<file path="config.mk">
export PLATFORM = sky130hd
export DESIGN_NAME = seg7_scan_driver
export DESIGN_NICKNAME = d
export VERILOG_FILES = /design/src/rtl/seg7_scan_driver.sv
export SDC_FILE = /design/constraint.sdc
export NUM_CORES = 1
export LEC_CHECK = 0
export ABC_AREA = 1
export BUFFER_PORTS_ARGS = -buffer_cell sky130_fd_sc_hd__buf_2
export CORE_ASPECT_RATIO = 0.6
export CORE_MARGIN = 4
export CORE_UTILIZATION = 30
export CTS_CLUSTER_DIAMETER = 120
export DETAILED_ROUTE_END_ITERATION = 8
export PLACE_DENSITY = 0.53
export SYNTH_ARGS = -nofsm -noshare
export SYNTH_HDL_FRONTEND = slang
export SYNTH_SLANG_ARGS = --single-unit
</file>
<file path="constraint.sdc">
create_clock -name CLK -period 3.06 [get_ports CLK]
set_input_delay 0.612 -clock CLK [delete_from_list [all_inputs] [get_ports CLK]]
set_output_delay 0.612 -clock CLK [all_outputs]
set_load 0.01 [all_outputs]
</file>
<file path="src/rtl/seg7_scan_driver.sv">
// seg7_scan_driver: time-multiplexed seven-segment display driver.
// Advances one digit per STROBE_IN tick and blanks all anodes for
// BLANK_CYCLES cycles between digits to prevent ghosting. Display data is
// captured into shadow registers once per frame, at the entry of digit 0.
// Optionally suppresses leading zeros.
//
// Ports:
//   CLK            - system clock, rising edge
//   RESET          - synchronous, active-low reset
//   STROBE_IN      - one-cycle digit-advance tick
//   VALUE_IN       - hex nibbles, bits [4i+3:4i] = digit i
//   DP_IN          - per-digit decimal point request, 1 = lit
//   LZ_BLANK_IN    - 1 = suppress leading zeros
//   SEG_SELECT_OUT - active-low anode enables, at most one bit low
//   HEX_OUT        - active-low segments {dp,g,f,e,d,c,b,a}
//   FRAME_OUT      - one-cycle pulse when a new frame's data is latched
module seg7_scan_driver #(
  parameter int NUM_DIGITS   = 4,
  parameter int BLANK_CYCLES = 2
) (
  input  logic                    CLK,
  input  logic                    RESET,
  input  logic                    STROBE_IN,
  input  logic [4*NUM_DIGITS-1:0] VALUE_IN,
  input  logic [NUM_DIGITS-1:0]   DP_IN,
  input  logic                    LZ_BLANK_IN,
  output logic [NUM_DIGITS-1:0]   SEG_SELECT_OUT,
  output logic [7:0]              HEX_OUT,
  output logic                    FRAME_OUT
);

  localparam int                IDX_W      = $clog2(NUM_DIGITS);
  localparam logic [7:0]        BLANK_LAST = 8'(BLANK_CYCLES - 1);
  localparam logic [IDX_W-1:0]  IDX_LAST   = IDX_W'(NUM_DIGITS - 1);

  typedef enum logic [0:0] {
    ST_BLANK = 1'b0,
    ST_SHOW  = 1'b1
  } state_t;

  // Hex nibble to active-low segments {g,f,e,d,c,b,a}.
  function automatic logic [6:0] seg7_decode(input logic [3:0] nib);
    logic [6:0] seg;
    case (nib)
      4'h0:    seg = 7'h40;
      4'h1:    seg = 7'h79;
      4'h2:    seg = 7'h24;
      4'h3:    seg = 7'h30;
      4'h4:    seg = 7'h19;
      4'h5:    seg = 7'h12;
      4'h6:    seg = 7'h02;
      4'h7:    seg = 7'h78;
      4'h8:    seg = 7'h00;
      4'h9:    seg = 7'h10;
      4'hA:    seg = 7'h08;
      4'hB:    seg = 7'h03;
      4'hC:    seg = 7'h46;
      4'hD:    seg = 7'h21;
      4'hE:    seg = 7'h06;
      4'hF:    seg = 7'h0E;
      default: seg = 7'h7F;
    endcase
    return seg;
  endfunction

  state_t                    state_r, state_s;
  logic [IDX_W-1:0]          digit_idx_r, digit_idx_s;
  logic [7:0]                blank_cnt_r, blank_cnt_s;
  logic [4*NUM_DIGITS-1:0]   shadow_val_r, shadow_val_s;
  logic [NUM_DIGITS-1:0]     shadow_dp_r, shadow_dp_s;
  logic [NUM_DIGITS-1:0]     seg_sel_r, seg_sel_s;
  logic [7:0]                hex_r, hex_s;
  logic                      frame_r, frame_s;

  logic                      latch_s;
  logic [3:0]                digit_nib_s;
  logic                      digit_dp_s;
  logic                      digit_lz_s;

  // A frame is latched on the BLANK->SHOW transition into digit 0. The
  // digit entering SHOW is decoded from these next-shadow values so the
  // freshly latched data appears on the very first SHOW cycle.
  assign latch_s      = (state_r == ST_BLANK) && (blank_cnt_r == BLANK_LAST) &&
                        (digit_idx_r == IDX_W'(0));
  assign shadow_val_s = latch_s ? VALUE_IN : shadow_val_r;
  assign shadow_dp_s  = latch_s ? DP_IN : shadow_dp_r;

  // Select the current digit's nibble/dp and flag it as a leading zero
  // when it and every more-significant nibble are zero (digit 0 exempt).
  always_comb begin
    logic zero_above;
    zero_above  = 1'b1;
    digit_nib_s = 4'h0;
    digit_dp_s  = 1'b0;
    digit_lz_s  = 1'b0;
    for (int i = NUM_DIGITS - 1; i >= 0; i--) begin
      zero_above  = zero_above & (shadow_val_s[4*i +: 4] == 4'h0);
      digit_nib_s = (digit_idx_r == IDX_W'(i)) ? shadow_val_s[4*i +: 4] : digit_nib_s;
      digit_dp_s  = (digit_idx_r == IDX_W'(i)) ? shadow_dp_s[i] : digit_dp_s;
      digit_lz_s  = (digit_idx_r == IDX_W'(i)) ? (zero_above && (i != 0)) : digit_lz_s;
    end
  end

  // Next-state logic; outputs are computed from the next state so they
  // can be registered without an extra cycle of latency.
  always_comb begin
    state_s     = state_r;
    digit_idx_s = digit_idx_r;
    blank_cnt_s = blank_cnt_r;
    seg_sel_s   = {NUM_DIGITS{1'b1}};
    hex_s       = 8'hFF;
    frame_s     = 1'b0;
    case (state_r)
      ST_BLANK: begin
        if (blank_cnt_r == BLANK_LAST) begin
          state_s     = ST_SHOW;
          blank_cnt_s = 8'd0;
          frame_s     = latch_s;
          seg_sel_s   = ~(NUM_DIGITS'(1) << digit_idx_r);
          hex_s       = {~digit_dp_s,
                         (LZ_BLANK_IN && digit_lz_s) ? 7'h7F : seg7_decode(digit_nib_s)};
        end else begin
          blank_cnt_s = blank_cnt_r + 8'd1;
        end
      end
      ST_SHOW: begin
        // A strobe here is the only way out; strobes seen in BLANK are
        // simply not looked at, so they are dropped rather than queued.
        if (STROBE_IN) begin
          state_s     = ST_BLANK;
          digit_idx_s = (digit_idx_r == IDX_LAST) ? IDX_W'(0) : digit_idx_r + IDX_W'(1);
        end else begin
          seg_sel_s = seg_sel_r;
          hex_s     = hex_r;
        end
      end
      default: begin
        state_s = ST_BLANK;
      end
    endcase
  end

  // State, shadow and output registers with synchronous active-low reset.
  always_ff @(posedge CLK) begin
    if (!RESET) begin
      state_r      <= ST_BLANK;
      digit_idx_r  <= IDX_W'(0);
      blank_cnt_r  <= 8'd0;
      shadow_val_r <= {(4*NUM_DIGITS){1'b0}};
      shadow_dp_r  <= {NUM_DIGITS{1'b0}};
      seg_sel_r    <= {NUM_DIGITS{1'b1}};
      hex_r        <= 8'hFF;
      frame_r      <= 1'b0;
    end else begin
      state_r      <= state_s;
      digit_idx_r  <= digit_idx_s;
      blank_cnt_r  <= blank_cnt_s;
      shadow_val_r <= shadow_val_s;
      shadow_dp_r  <= shadow_dp_s;
      seg_sel_r    <= seg_sel_s;
      hex_r        <= hex_s;
      frame_r      <= frame_s;
    end
  end

  assign SEG_SELECT_OUT = seg_sel_r;
  assign HEX_OUT        = hex_r;
  assign FRAME_OUT      = frame_r;

endmodule

</file>
==> results.toml <==
[worst_setup_path]
worstRegToRegCells = 18
path_class = "register to register"
critical_path_arrival_ns = 2.92
cp_slowest_stage_delay_ns = 0.36
worstPathRequired_ns = 3.23
r2r_end = "HEX_OUT[2]$_SDFFE_PN1P_"
rrSetupSlack_ns = 0.31
crit_path_start_kind = "register"
crit_family = "simple AND/OR/NAND/NOR gates"
critPathBufInv = 3
path_max_fanout = 19
crit_chain = "inv_1 -> ha_1 -> nand2_1 -> nor2_1 -> nand3_2 -> nand2_1 -> nand3_1 -> nand2_1 -> inv_1 -> a21oi_4 -> inv_1 -> ha_1 -> nand3_1 -> nand2_1 -> nand2_1 -> nand2_1 -> nand2_1 -> nand3_1"
cp_common_cell = "nand2_1"
reg2reg_from = "blank_cnt_r[1]$_SDFFE_PN0N_"
crit_slowest_cell = "nand3_2"
cp-end-kind = "register"

[logic_synthesis]
synth_compound_area_share_pct = 9.203
synth_top_family_by_area = "simple AND/OR/NAND/NOR gates"
syn-cell-area_mm2 = 0.002529
synthAdderAreaFrac_pct = 6.432
synth-seq-area-share_pct = 34.04
synth-seq-cells = 43
ys_types = 35
synthMuxAreaShare_pct = 0.3958
synthCells = 374
yosysWarnings = 0
synth_xor_area_share_pct = 0.6927
synth-simple-area-share_pct = 38.25
syn_nets = 411
syn_area_per_cell_um2 = 6.761

[global_routing]
antenna_found_initial = 0
track_usage_pct = 13.77
grt_max_degree = 27
grt_pass1_vias = 2194
grt_first_pass_wirelength_um = 11010
grt_overflow_total = 0

[drt]
ant_nets = 0
drtPass1Iterations = 4
vias = 2352
first_iter_violations = 189
route.detailed.drc = 0
wl_per_cell_um = 12.54
drt-vias-per-instance = 4.480
drt-total-wl_um = 6586

[cts]
cts_inserted_buffers = 5
cts_setup_buffers = 0
ctsResizeCount = 0
clockRootBuffer = "clkbuf_16"
clk_latency_ns = 0.29
cts_max_level = 2
clk_pin_slew_ns = 0.07
cts_buffer_depth = 2
tritoncts = "yes"
cts_hold_buf = 0
clock-sinks = 43

[place]
post_dp_cell_area_mm2 = 0.002818
dp_hpwl_um = 5037
io_buffers = 36
post-place-ws_ns = 0.3174
dp.cells = 513
routabilityCongestion = 0.8564

[die]
core_area_mm2 = 0.008039
fp-row-count = 25
ioPinCount = 37
initial_core_util_pct = 31.46
dieArea_mm2 = 0.01001
die_x_um = 126.5
die_h_um = 79.12

[finish]
multi_input_area_mm2 = 0.001390
layout_common_cells = "108 x nand2_1, 45 x inv_1, 43 x dfxtp_1"
nets = 453
seq_area_um2 = 860.8
final_util_pct = 37.68
stdcell_area_mm2 = 0.003029
drive_above_1_share_pct = 20.14
final_common_cell = "nand2_1"
areaGrowthSynthToFinish_pct = 19.79
antenna_cells = 0
nFillCells = 866
instances_no_fill = 525

[sta]
drv_slew = 0
setup_violations = 0
timing.hold.ws_ns = 0.4631
setup_ws_ns = 0.3142
finalHoldViolCount = 0
min_period_over_period_pct = 89.73
rsz0062_at_grt = "false"
max_slew_margin_pct = 71.53
final.setup.tns_ns = 0
tightest_slew_ns = 0.4266
fin_skew_ns = 0.007978
post-route-min-period_ns = 2.746
timing.fmax_mhz = 364.2

[power_and_ir_drop]
power_mw = 3.215
cellLeakagePower_nw = 1.490
power_density_mw_per_mm2 = 1061
ir_worst_vdd_v = 0.0004069

[worst_hold_path]
hold_path_class = "register to register"
whs_endpoint = "shadow_val_r[11]$_SDFF_PN0_"
whs_path_depth = 2
hold_path_startpoint = "shadow_val_r[11]$_SDFF_PN0_"

[run_status]
outcome = "finished, final reports clean"

[run]
drv_cap = 0
## worst max-delay path by stage
stage,depth (start not counted),start,end,slack (ns)
2_1_floorplan,18,digit_idx_r[0]$_SDFFE_PN0P_,HEX_OUT[0]$_SDFFE_PN1P_,0.80
3_3_place_gp,18,blank_cnt_r[1]$_SDFFE_PN0N_,HEX_OUT[2]$_SDFFE_PN1P_,0.39
3_5_place_dp,18,blank_cnt_r[1]$_SDFFE_PN0N_,HEX_OUT[2]$_SDFFE_PN1P_,0.32
4_1_cts,18,blank_cnt_r[1]$_SDFFE_PN0N_,HEX_OUT[2]$_SDFFE_PN1P_,0.31
5_1_grt,18,blank_cnt_r[1]$_SDFFE_PN0N_,HEX_OUT[0]$_SDFFE_PN1P_,0.01
6_report,18,blank_cnt_r[1]$_SDFFE_PN0N_,HEX_OUT[2]$_SDFFE_PN1P_,0.31
## synth_stat cells (all sizes together)
library cell  instances  share of area, %
mux2i                 1              0.40
buf                   7               2.2
and3                  1              0.25
o211ai                3              0.89
clkinv                3              0.45
nand3                42                10
nor3b                 3              0.89
nor2                 43               6.9
o31ai                 1              0.30
dfxtp                43                34
nor3                  2              0.40
ha                   13               6.4
nand4                 2              0.49
nand3b                2              0.59
inv                  52               7.7
a21oi                16               4.1
a31oi                 2              0.49
xor2                  2              0.69
a211oi                2              0.59
o21ai                13               2.9
nand2               116                18
or2                   1              0.25
clkbuf                4              0.59
## layer usage
metal / vias up / GRT usage [%] / wire, um
met1: 1039 / 22.59 / 3863
met4: 0 / 1.927 / 32
met5: - / 0 / 0
li1: 1255 / - / -
met3: 4 / 3.831 / 459
met2: 54 / 17.41 / 2231
## state kept, by name, indices dropped and copies added (netlist names)
register        count
shadow_val_r       16
HEX_OUT             8
state_r             1
FRAME_OUT           1
digit_idx_r         2
blank_cnt_r         8
shadow_dp_r         3
SEG_SELECT_OUT      4
## worst min-delay path, cell delays in order (launching register included)
cell	delay [ns]
dfxtp_1	0.30
nand2_2	0.06
a21oi_1	0.05
## cell type report
type | count | area share [%]
clock buffers | 5 | 4.131
well taps | 108 | 4.461
clock inverters | 3 | 1.446
multi-input cells | 265 | 45.89
flip-flops and latches | 43 | 28.42
repair buffers | 46 | 8.839
inverters | 55 | 6.815
## logic make-up (layout without fill, tap and decap cells)
family | after synthesis | count (layout)
xor+xnor | 2 | 2
fa+ha+maj | 13 | 13
mux | 1 | 1
compound gates | 37 | 37
flops | 43 | 43
simple gates | 212 | 212
buf+inv | 66 | 109
## power breakdown
group	leakage [nW]	switching (mW)	total, mW	internal, mW
sequential	0.351	0.0785	0.806	0.727
clock	0.0838	0.228	0.613	0.385
combinational	1.05	1.16	1.80	0.637
total	1.49	1.47	3.21	1.75
No activity file was read; power rests on OpenSTA's default activity.
